$ cat config.mk
export PLATFORM = sky130hd
export DESIGN_NAME = serial_adder
export DESIGN_NICKNAME = d
export VERILOG_FILES = /design/src/rtl/serial_adder_pkg.sv /design/src/rtl/fulladder_half.sv /design/src/rtl/serial_adder.sv
export SDC_FILE = /design/constraint.sdc
export NUM_CORES = 1
export LEC_CHECK = 0
export BUFFER_PORTS_ARGS = -buffer_cell sky130_fd_sc_hd__buf_2
export CAP_MARGIN = 20
export CORE_MARGIN = 4
export CORE_UTILIZATION = 54
export CTS_CLUSTER_SIZE = 20
export DETAILED_ROUTE_END_ITERATION = 10
export GPL_ROUTABILITY_DRIVEN = 0
export MAX_ROUTING_LAYER = met4
export PLACE_DENSITY = 0.86
export SKIP_LAST_GASP = 1
export SLEW_MARGIN = 5
export SYNTH_ARGS = -nofsm -noshare
export SYNTH_HDL_FRONTEND = slang
export SYNTH_HIERARCHICAL = 1
export SYNTH_SLANG_ARGS = --single-unit
export TNS_END_PERCENT = 50
$ cat constraint.sdc
create_clock -name clk -period 1.8 [get_ports clk]
set_input_delay 0 -clock clk [delete_from_list [all_inputs] [get_ports clk]]
set_output_delay 0 -clock clk [all_outputs]
set_load 0.005 [all_outputs]
$ cat src/rtl/serial_adder_pkg.sv
// Shared types for the bit-serial adder.
package serial_adder_pkg;

  typedef enum logic [1:0] {
    IDLE  = 2'd0,
    SHIFT = 2'd1,
    DONE  = 2'd2
  } state_t;

endpackage

$ cat src/rtl/fulladder_half.sv
// 1-bit full adder cell built from two half adders.
module fulladder_half (
  input  logic a,
  input  logic b,
  input  logic ci,
  output logic s,
  output logic co
);

  logic p;
  logic g1;
  logic g2;

  assign p  = a ^ b;
  assign g1 = a & b;
  assign s  = p ^ ci;
  assign g2 = p & ci;
  assign co = g1 | g2;

endmodule

$ cat src/rtl/serial_adder.sv
// Bit-serial WIDTH-bit adder: one fulladder_half slice, LSB first, one bit per clock.
module serial_adder
  import serial_adder_pkg::*;
#(
  parameter int unsigned WIDTH = 8
) (
  input  logic             clk,
  input  logic             rst,
  input  logic             start,
  input  logic [WIDTH-1:0] a,
  input  logic [WIDTH-1:0] b,
  input  logic             ci,
  output logic             busy,
  output logic             done,
  output logic [WIDTH-1:0] s,
  output logic             co
);

  localparam int unsigned CNT_W = (WIDTH > 1) ? $clog2(WIDTH) : 1;

  state_t             state_q, state_d;
  logic [WIDTH-1:0]   ra_q, ra_d;
  logic [WIDTH-1:0]   rb_q, rb_d;
  logic [WIDTH-1:0]   rs_q, rs_d;
  logic               carry_q, carry_d;
  logic [CNT_W-1:0]   cnt_q, cnt_d;
  logic [WIDTH-1:0]   s_d;
  logic               co_d;
  logic               busy_d;
  logic               done_d;
  logic               fa_s;
  logic               fa_co;

  fulladder_half u_fa (
    .a  (ra_q[0]),
    .b  (rb_q[0]),
    .ci (carry_q),
    .s  (fa_s),
    .co (fa_co)
  );

  // Next-state and datapath update; s/co only move on the final shift edge.
  always_comb begin
    state_d = state_q;
    ra_d    = ra_q;
    rb_d    = rb_q;
    rs_d    = rs_q;
    carry_d = carry_q;
    cnt_d   = cnt_q;
    s_d     = s;
    co_d    = co;

    case (state_q)
      IDLE: begin
        if (start) begin
          ra_d    = a;
          rb_d    = b;
          carry_d = ci;
          cnt_d   = '0;
          state_d = SHIFT;
        end
      end
      SHIFT: begin
        ra_d    = ra_q >> 1;
        rb_d    = rb_q >> 1;
        rs_d    = {fa_s, rs_q[WIDTH-1:1]};
        carry_d = fa_co;
        if (cnt_q == CNT_W'(WIDTH - 1)) begin
          s_d     = {fa_s, rs_q[WIDTH-1:1]};
          co_d    = fa_co;
          state_d = DONE;
        end else begin
          cnt_d = cnt_q + CNT_W'(1);
        end
      end
      DONE:    state_d = IDLE;
      default: state_d = IDLE;
    endcase

    busy_d = (state_d != IDLE);
    done_d = (state_d == DONE);
  end

  // Synchronous reset clears every register and aborts any operation.
  always_ff @(posedge clk) begin
    if (rst) begin
      state_q <= IDLE;
      ra_q    <= '0;
      rb_q    <= '0;
      rs_q    <= '0;
      carry_q <= 1'b0;
      cnt_q   <= '0;
      s       <= '0;
      co      <= 1'b0;
      busy    <= 1'b0;
      done    <= 1'b0;
    end else begin
      state_q <= state_d;
      ra_q    <= ra_d;
      rb_q    <= rb_d;
      rs_q    <= rs_d;
      carry_q <= carry_d;
      cnt_q   <= cnt_d;
      s       <= s_d;
      co      <= co_d;
      busy    <= busy_d;
      done    <= done_d;
    end
  end

endmodule
==> results of run 1 <==
[flip-flops by register name, indices dropped and copies added (netlist names)]
name / cells
carry_q: 1
done: 1
state_q: 2
rb_q: 8
ra_q: 8
cnt_q: 3
busy: 1
co: 1
rs_q: 7
s: 8
[kinds of logic (layout without fill, tap and decap cells)]
group | after synthesis | count (layout)
flops | 40 | 40
fa+ha+maj | 3 | 3
mux | 16 | 16
buf+inv | 18 | 59
compound gates | 38 | 38
simple gates | 68 | 68
[worst max-delay path, stage by stage (launching register included)]
cell and delay [ns]:
dfxtp_1 0.35, ha_1 0.20, ha_1 0.24, buf_4 0.19
nor4b_1 0.24, a31oi_1 0.07, a21oi_1 0.13
[area by class of cell]
class | count | share of cell area
repair buffers | 50 | 0.1768
inverters | 1 | 0.001868
clock buffers | 8 | 0.02927
multi-input cells | 125 | 0.3742
well taps | 31 | 0.01930
flip-flops and latches | 40 | 0.3985
[power groups by stage]
stage                     Combinational (mW)  Sequential (mW)  Clock [mW]
final                                  0.198            0.949       0.474
after global routing                   0.223            0.954       0.521
after CTS                              0.196            0.949       0.487
after detailed placement               0.168            0.969           0
after global placement                 0.165            0.968           0
after floorplan                        0.133            0.963           0
[layer usage]
layer  vias up  part of all wire  global-route usage
li1        713                 -                   -
met1       626              0.44              0.2108
met2        30              0.49              0.3155
met3        10             0.040             0.06394
met4         0             0.028              0.1105
met5         -                 0                   -
[worst paths after layout]
path / slack [ns] / end
setup / recovery: 0.29 / cnt_q[0]$_SDFFE_PP0P_
hold / removal: 0.02 / ra_q[2]$_SDFFE_PP0P_
setup reg to reg: 0.29 / cnt_q[0]$_SDFFE_PP0P_
hold reg to reg: 0.46 / s[2]$_SDFFE_PP0P_
[stage by stage]
stage | hold slack, ns | total power [mW] | setup slack [ns] | area, um2 | cells
after floorplan | 0.1483 | 1.095 | 0.3489 | 1667 | 183
after global placement | 0.2484 | 1.133 | 0.3690 | 1780 | 230
after detailed placement | 0.2563 | 1.136 | 0.3007 | 1780 | 230
after CTS | 0.009222 | 1.632 | 0.2897 | 2009 | 255
after global routing | 0.03845 | 1.698 | 0.1264 | 2009 | 255
final | 0.01807 | 1.621 | 0.2903 | 2009 | 255
[cells in the final DEF (no fill, tap or decap), types with 2 or more instances in the layout]
| cell type | count |
|---|---|
| nor2_1 | 21 |
| nand3_1 | 13 |
| nor3_1 | 2 |
| a211oi_1 | 14 |
| a22oi_1 | 2 |
| a21oi_1 | 17 |
| dfxtp_1 | 40 |
| clkbuf_4 | 5 |
| clkbuf_1 | 2 |
| dlygate4sd3_1 | 17 |
| nand2_1 | 26 |
| buf_2 | 30 |
| a31oi_1 | 3 |
| mux2i_1 | 16 |
| buf_4 | 2 |
| ha_1 | 2 |
==> flow_metrics.py, run 1 <==
metrics = {
    "status": {
        "status": "completed",
    },
    "detailed_routing": {
        "vias": 1379,
        "ant_nets": 0,
        "wire_per_inst_um": 13.14,
        "initialDrtViolationCount": 81,
        "wirelength_um": 3351,
        "first_pass_iters": 4,
        "vias_per_cell": 5.408,
        "drcViolationCount": 0,
    },
    "floorplan": {
        "row_count": 19,
        "die-area_um2": 4039,
        "dieHeight_um": 63.56,
        "initial_core_util": 0.5842,
        "ios": 31,
        "core-area_um2": 2853,
        "die_w_um": 63.56,
    },
    "sta": {
        "maxSlewHeadroom": 0.5350,
        "setup_viol": 0,
        "skew_ns": 0.005361,
        "fin_crit_ns": 1.510,
        "fmax_ghz": 0.6624,
        "finalHoldViolCount": 0,
        "worstMarginPinSlew_ns": 0.6975,
        "drv_slew": 0,
        "rsz0062_at_grt": "false",
        "post-route-period-util": 0.8387,
        "finalSetupTns_ns": 0,
    },
    "cells_and_area": {
        "fillers": 222,
        "final_core_util": 0.7044,
        "area_growth_pct": 20.57,
        "multiInputGateArea_um2": 752.0,
        "layout.nets": 246,
        "diodes": 0,
        "drive_gt1_frac": 0.1830,
        "seq_area_um2": 800.8,
    },
    "setup_path": {
        "worstPathArrival_ns": 1.79,
        "crit_required_ns": 2.08,
        "startpoint": "cnt_q[0]$_SDFFE_PP0P_",
        "r2r_cells": 6,
        "critPathLaunchType": "flop",
        "path_max_fanout": 11,
        "worstSetupEndpointType": "flop",
        "path_class": "reg2reg",
        "reg2reg_from": "cnt_q[0]$_SDFFE_PP0P_",
    },
    "worst_hold_path": {
        "hold_class": "in2reg",
        "hold-path-cell-count": 3,
        "worstHoldStart": "a[2]",
    },
    "clock_network": {
        "numCtsBuffers": 5,
        "tritoncts": "built",
        "clock_latency_ns": 0.35,
        "post_cts_buffers": 0,
        "clk_pin_slew_worst_paths_ns": 0.11,
        "cts-root-buf": "clkbuf_4",
        "cts_resized": 0,
        "cts_sinks": 40,
        "postCtsHoldBufs": 17,
        "h-tree-depth": 2,
        "cts.path.max_buffers": 2,
    },
    "synthesis": {
        "yosys.area.top_type": "dfxtp_1",
        "synth_xor_area_frac": 0,
        "ys_top_cells_by_count": "dfxtp_1 (40), nand2_1 (26), nor2_1 (21)",
        "avgSynthCellArea_um2": 9.107,
        "yosys_warnings": 6,
        "synth_compound_area_frac": 0.1464,
        "synth_top_cell_area_share": 0.4805,
        "ys.flop_type": "dfxtp_1",
        "synth-edff-count": 0,
        "synthMuxAreaShare": 0.09610,
        "synth_fp_nets": 206,
        "synth.area.top_cells": "dfxtp_1 (48%), mux2i_1 (9.6%), a211oi_1 (6.3%), nand2_1 (5.9%), a21oi_1 (5.1%)",
        "synth_top_family_by_area": "simple AND/OR/NAND/NOR gates",
        "async_flop_share": 0,
        "postSynthCellCount": 183,
        "synth_seq_cells": 40,
        "yosys.area_share.adder": 0.02703,
        "yosysUniqueCellTypes": 29,
        "ys_seq_area_frac": 0.4805,
        "synth.most_common_cell": "dfxtp_1",
        "synth_simple_gate_area_frac": 0.1817,
        "netlist_area_um2": 1667,
    },
    "flow_run": {
        "drv_cap": 0,
    },
    "placed_design": {
        "io_buffers": 30,
        "post-dp-hpwl_um": 2102,
    },
    "power_and_ir_drop": {
        "switching_power_uw": 403.8,
        "pwr-share-clk": 0.293,
        "switching_share": 0.2491,
        "p_seq_frac": 0.585,
        "powerDensity_nw_per_um2": 806.7,
        "max-vdd-ir-drop_mv": 0.6442,
        "power_frac_comb": 0.122,
        "p_leak_nw": 0.8414,
        "power.internal_mw": 1.217,
    },
    "grt": {
        "antenna_found_initial": 0,
        "grt_pass1_vias": 1350,
        "grt_usage": 0.1956,
        "overflow": 0,
        "grt_max_degree": 41,
        "grt_pass1_wl_um": 5899,
    },
}
No activity file was read; power rests on OpenSTA's default activity.
==> run 2, diff against run 1 <==
- ABC_AREA: not set -> 1
- clock period: 1.8 -> 1.4 ns (I/O delays scaled with it)
==> run 2 against run 1 <==
  * Global-route usage shrank 0.75 points
  * Non-clock buffer count grew 4
  * Sequential share of layout area shrank 3.9 points
  * Via count grew 18%
  * Combinational power grew 63%
  * Worst hold slack gained 0.00073 ns
  * Cell count grew 36%
==> flow_metrics.py, run 2 <==
metrics = {
    "floorplan": {
        "row_count": 20,
        "core-area_um2": 3053,
        "initial_core_util": 0.5639,
        "die_w_um": 64.47,
        "dieHeight_um": 64.47,
        "die-area_um2": 4156,
        "ios": 31,
    },
    "sta": {
        "finalSetupTns_ns": 0,
        "post-route-period-util": 0.9176,
        "maxSlewHeadroom": 0.7824,
        "skew_ns": 0.01131,
        "drv_slew": 0,
        "setup_viol": 0,
        "rsz0062_at_grt": "false",
        "worstMarginPinSlew_ns": 0.3261,
        "finalHoldViolCount": 0,
        "fin_crit_ns": 1.285,
        "fmax_ghz": 0.7784,
    },
    "setup_path": {
        "r2r_end": "cnt_q[0]$_SDFFE_PP0P_",
        "crit_path_cell_trace": "ha_1, ha_2, inv_1, nand3_1, nand2_1, nand2_1, nor2_1",
        "reg2reg_from": "cnt_q[0]$_SDFFE_PP0P_",
        "critPathMostFrequentCell": "nand2_1",
        "worstPathArrival_ns": 1.58,
        "path_class": "reg2reg",
        "r2r_cells": 7,
        "path_max_fanout": 3,
        "crit_required_ns": 1.70,
        "critical_path.top_delay_family": "simple AND/OR/NAND/NOR gates",
        "crit_buf_inv": 1,
        "crit_path_max_incr_delay_ns": 0.33,
        "cp_slowest_cell": "dfxtp_1",
        "worstSetupEndpointType": "flop",
        "critPathLaunchType": "flop",
        "r2r_slack_ns": 0.12,
    },
    "worst_hold_path": {
        "hold_end": "busy$_SDFF_PP0_",
        "worstHoldStart": "start",
        "hold_class": "in2reg",
        "hold-path-cell-count": 3,
    },
    "grt": {
        "grt_max_degree": 32,
        "grt.busiest_layer": "met2",
        "use_met2": 0.3260,
        "overflow": 0,
        "gr-usage-met3": 0.04159,
        "grtUsageMet1": 0.2087,
        "grt_usage": 0.1882,
        "antenna_found_initial": 0,
        "grt_pass1_vias": 1432,
        "grt_pass1_wl_um": 5961,
    },
    "synthesis": {
        "synth_top_cell_area_share": 0.4651,
        "ys_seq_area_frac": 0.4651,
        "yosysUniqueCellTypes": 15,
        "yosys.area.top_type": "dfxtp_1",
        "synth_fp_nets": 274,
        "netlist_area_um2": 1722,
        "synth_seq_cells": 40,
        "synth-edff-count": 0,
        "async_flop_share": 0,
        "ys.flop_type": "dfxtp_1",
        "yosys_warnings": 6,
        "synth.most_common_cell": "nor2_1",
        "avgSynthCellArea_um2": 6.859,
        "postSynthCellCount": 251,
        "ys_top_cells_by_count": "nor2_1 (56), inv_1 (43), dfxtp_1 (40)",
        "synth.area.top_cells": "dfxtp_1 (47%), nor2_1 (12%), inv_1 (9.4%), nand2_1 (7.8%), o21ai_0 (7.6%)",
    },
    "status": {
        "status": "completed",
    },
    "detailed_routing": {
        "wirelength_um": 3613,
        "vias": 1628,
        "wire_per_inst_um": 10.41,
        "ant_nets": 0,
        "drcViolationCount": 0,
        "vias_per_cell": 4.692,
        "first_pass_iters": 4,
        "initialDrtViolationCount": 78,
    },
    "clock_network": {
        "cts-root-buf": "clkbuf_4",
        "clk_pin_slew_worst_paths_ns": 0.12,
        "post_cts_buffers": 0,
        "h-tree-depth": 2,
        "cts_sinks": 40,
        "numCtsBuffers": 5,
        "tritoncts": "built",
        "cts.path.max_buffers": 2,
        "clock_latency_ns": 0.35,
    },
    "placed_design": {
        "placedInstanceArea_um2": 1939,
        "io_buffers": 30,
        "post-dp-hpwl_um": 2420,
    },
    "flow_run": {
        "drv_cap": 0,
    },
    "power_and_ir_drop": {
        "p_leak_nw": 1.102,
        "power.total_mw": 2.473,
        "max-vdd-ir-drop_mv": 0.8156,
        "powerDensity_nw_per_um2": 1109,
    },
    "cells_and_area": {
        "reg_top3": "ra_q x8, rb_q x8, s x8",
        "diodes": 0,
        "layout.nets": 326,
        "drive_gt1_frac": 0.1749,
        "final_common_cell": "nor2_1",
        "layout_common_cells": "nor2_1 (55), inv_1 (42), dfxtp_1 (39), nand2_1 (35), buf_2 (30)",
        "area_growth_pct": 29.58,
        "fin_area_um2": 2231,
    },
}
run 2: cell types whose count changed after synthesis, moves of 3 or more:
cell	previous run	this run
inv_1	1	43
nor2_1	21	56
o21ai_0	0	26
mux2i_1	16	0
a211oi_1	14	0
nand2_1	26	36
a21oi_1	17	21
a31oi_1	3	0
clkbuf_1	5	2
nand2_2	0	3
run 2: worst min-delay path, cell delays in order:
cell     delay, ns
buf_2         0.11
nand2_1       0.14
a21oi_1       0.08
run 2: final cells by class:
cell class,instances,area (um2)
repair buffers,54,387.9
flip-flops and latches,40,802.0
well taps,44,55.05
clock buffers,5,37.54
fillers,243,822.0
inverters,44,165.2
clock inverters,2,60.06
multi-input cells,158,723.2
run 2: metal layers:
layer,vias up,part of all wire
met5,-,0
met1,714,0.45
met3,7,0.046
met2,34,0.49
li1,873,-
met4,0,0.014
run 2: cells by family after synthesis:
kind of cell             share of synthesized area
AND/OR/NAND/NOR                             0.2500
buffers and inverters                       0.1221
AO/OA/AOI/OAI                               0.1366
flip-flops                                  0.4651
adder cells (fa/ha/maj)                    0.02616
run 2: how the worst max path moves through the flow:
stage | start | to | slack (ns) | cells after the start
floorplan | cnt_q[0]$_SDFFE_PP0P_ | s[1]$_SDFFE_PP0P_ | 0.20 | 8
global placement | cnt_q[0]$_SDFFE_PP0P_ | s[1]$_SDFFE_PP0P_ | 0.13 | 8
detailed placement | cnt_q[0]$_SDFFE_PP0P_ | s[3]$_SDFFE_PP0P_ | 0.04 | 8
CTS | cnt_q[0]$_SDFFE_PP0P_ | s[3]$_SDFFE_PP0P_ | 0.008 | 8
global route | cnt_q[0]$_SDFFE_PP0P_ | s[2]$_SDFFE_PP0P_ | 0.003 | 8
finish | cnt_q[0]$_SDFFE_PP0P_ | cnt_q[0]$_SDFFE_PP0P_ | 0.12 | 7
run 2: power breakdown:
part           internal (mW)  switching, mW  total, mW  leakage [nW]
logic                  0.150          0.173      0.323         0.722
clock network          0.547          0.365      0.912        0.0513
registers               1.20         0.0367       1.24         0.329
run 2: repair_timing:
item,CTS,global route
hold buffers,18,0
endpoints found under the setup margin,0,17
hold endpoints to repair,19,0
gates resized for setup,0,6
run 2: per-stage QoR:
stage	hold WS, ns	utilization	cells	worst slack [ns]
floorplan	0.06907	-	251	0.2037
global placement	0.2234	0.6352	322	0.1308
detailed placement	0.2299	0.6352	322	0.04399
CTS	0.01183	0.7262	347	0.008452
global route	0.04405	0.7307	347	0.002887
finish	0.01880	0.7307	347	0.1154
==> run 3, diff against run 2 <==
- CORE_UTILIZATION: 54 -> 58
- PLACE_DENSITY: 0.86 -> 0.9
- clock period: 1.4 -> 1.6 ns (I/O delays scaled with it)
==> run 3 against run 2 <==
  * Die area is 6.1% lower
  * Setup slack better by 0.11 ns
  * Cell area shrank 3.6%
  * Routed wire length rose by 5.9%
  * Critical path depth up 1
  * Flip-flop and latch count unchanged
  * Worst hold slack improved by 0.062 ns
  * Utilization increased by 3.6 points
  * Cell count shrank 3.7%
  * Register-to-register slack better by 0.11 ns
  * Clock power decreased by 48%
  * Critical endpoint is now s[1]$_SDFFE_PP0P_
==> flow_metrics.py, run 3 (synthesis results as in run 2) <==
metrics = {
    "status": {
        "status": "completed",
    },
    "power_and_ir_drop": {
        "p_leak_nw": 1.080,
        "max-vdd-ir-drop_mv": 0.6136,
        "powerDensity_nw_per_um2": 854.6,
    },
    "placed_design": {
        "post-dp-hpwl_um": 2447,
        "preCtsSetupSlack_ns": 0.1859,
        "io_buffers": 30,
        "dp.cells": 309,
    },
    "grt": {
        "grt_usage": 0.2097,
        "grt.busiest_layer": "met2",
        "grtUsageMet1": 0.2235,
        "overflow": 0,
        "grt_pass1_vias": 1540,
        "antenna_found_initial": 0,
        "use_met2": 0.3648,
        "grt_max_degree": 24,
        "gr-usage-met3": 0.04676,
        "grt_pass1_wl_um": 6396,
    },
    "detailed_routing": {
        "vias_per_cell": 4.937,
        "first_pass_iters": 4,
        "ant_nets": 0,
        "vias": 1649,
        "wirelength_um": 3827,
        "initialDrtViolationCount": 50,
        "drcViolationCount": 0,
        "wire_per_inst_um": 11.46,
    },
    "setup_path": {
        "crit_path_max_incr_delay_ns": 0.35,
        "crit_buf_inv": 2,
        "critPathMostFrequentCell": "nand2_1",
        "startpoint": "cnt_q[0]$_SDFFE_PP0P_",
        "worstSetupEndpointType": "flop",
        "path_depth": 8,
        "path_class": "reg2reg",
        "critical_path.top_delay_family": "simple AND/OR/NAND/NOR gates",
        "r2r_end": "s[1]$_SDFFE_PP0P_",
        "crit_path_cell_trace": "ha_1, ha_1, inv_1, nor2_1, nand2_1, inv_2, nand2_1, nand2_1",
        "path_max_fanout": 6,
        "crit_required_ns": 1.90,
        "r2r_cells": 8,
        "r2r_slack_ns": 0.23,
        "cp_slowest_cell": "dfxtp_1",
        "cp-endpoint": "s[1]$_SDFFE_PP0P_",
        "worstPathArrival_ns": 1.67,
        "reg2reg_from": "cnt_q[0]$_SDFFE_PP0P_",
        "critPathLaunchType": "flop",
    },
    "clock_network": {
        "cts.path.max_buffers": 2,
        "h-tree-depth": 2,
        "cts_sinks": 40,
        "cts-root-buf": "clkbuf_4",
        "tritoncts": "built",
        "clk_pin_slew_worst_paths_ns": 0.11,
        "clock_latency_ns": 0.35,
        "numCtsBuffers": 5,
    },
    "floorplan": {
        "die_w_um": 62.48,
        "initial_core_util": 0.6137,
        "core-area_um2": 2805,
        "row_count": 19,
        "dieHeight_um": 62.48,
        "ios": 31,
        "die-area_um2": 3904,
    },
    "cells_and_area": {
        "reg_top3": "ra_q x8, rb_q x8, s x8",
        "layout_common_cells": "nor2_1 (56), inv_1 (42), dfxtp_1 (40), nand2_1 (36), buf_2 (30)",
        "layout.nets": 326,
        "diodes": 0,
        "drive_gt1_frac": 0.1584,
        "area_growth_pct": 24.85,
        "fillers": 198,
        "fin_cells": 334,
        "final_common_cell": "nor2_1",
        "final_core_util": 0.7663,
    },
    "sta": {
        "rsz0062_at_grt": "false",
        "drv_slew": 0,
        "setup_viol": 0,
        "skew_ns": 0.008013,
        "finalHoldViolCount": 0,
        "post-route-period-util": 0.8593,
        "fin_crit_ns": 1.375,
        "fmax_ghz": 0.7273,
        "worstMarginPinSlew_ns": 0.4372,
        "finalSetupTns_ns": 0,
        "maxSlewHeadroom": 0.7082,
        "worst_slack_ns": 0.2251,
    },
    "flow_run": {
        "drv_cap": 0,
    },
    "worst_hold_path": {
        "hold_class": "in2reg",
    },
}
run 3: cell types whose count changed in the layout (fill, tap and decap cells not counted), sizes merged:
cell | before | now
clkinv | 0 | 1
bufinv | 2 | 0
clkbuf | 5 | 6
run 3: routing by layer:
metal / up-vias / share of wire
met5: - / 0
met4: 0 / 0.025
met3: 10 / 0.043
met2: 42 / 0.49
met1: 727 / 0.44
li1: 870 / -
run 3: report_power, final:
part	leakage (nW)	total (mW)	internal, mW	switching (mW)
clock network	0.0281	0.472	0.162	0.310
logic	0.723	0.283	0.130	0.153
registers	0.328	1.08	1.05	0.0306
total	1.08	1.84	1.34	0.494
run 3: worst min path at each step:
stage | end | startpoint | slack (ns) | cells past startpoint
global route | busy$_SDFF_PP0_ | start | 0.10 | 3
finish | ra_q[7]$_SDFFE_PP0P_ | start | 0.08 | 4
detailed placement | rb_q[7]$_SDFFE_PP0P_ | rst | 0.22 | 2
global placement | rb_q[7]$_SDFFE_PP0P_ | rst | 0.22 | 2
CTS | cnt_q[2]$_SDFFE_PP0P_ | start | 0.07 | 5
floorplan | busy$_SDFF_PP0_ | rst | 0.07 | 1
run 3: per-stage QoR:
step           hold slack [ns]  instance area, um2  power, mW
2_1_floorplan          0.06907                1722      1.269
3_3_place_gp            0.2246                1923      1.337
3_5_place_dp            0.2205                1923      1.347
4_1_cts                0.07057                2150      1.837
5_1_grt                 0.1024                2150      1.929
6_report               0.08123                2150      1.837
run 3: worst min-delay path, cell delays in order:
cell     delay, ns
buf_2         0.10
nand2_1       0.12
nand3_1       0.11
a21oi_1       0.06
run 3: repair_timing:
| item | CTS | global route |
|---|---|---|
| hold buffers | 18 | 0 |
| setup endpoints to repair | 0 | 1 |
| endpoints found under the hold margin | 19 | 0 |
| gates resized for setup | 0 | 1 |
| buffers inserted | 0 | 0 |
run 3: area by class of cell:
type                            instances  area (um2)  area share
Clock buffer                            6       41.29     0.01921
Timing Repair Buffer                   54       387.9      0.1804
Multi-Input combinational cell        158       710.7      0.3306
Tap cell                               31       38.79     0.01804
Sequential cell                        40       800.8      0.3725
Clock inverter                          1       5.005    0.002328
Inverter                               44       165.2     0.07683
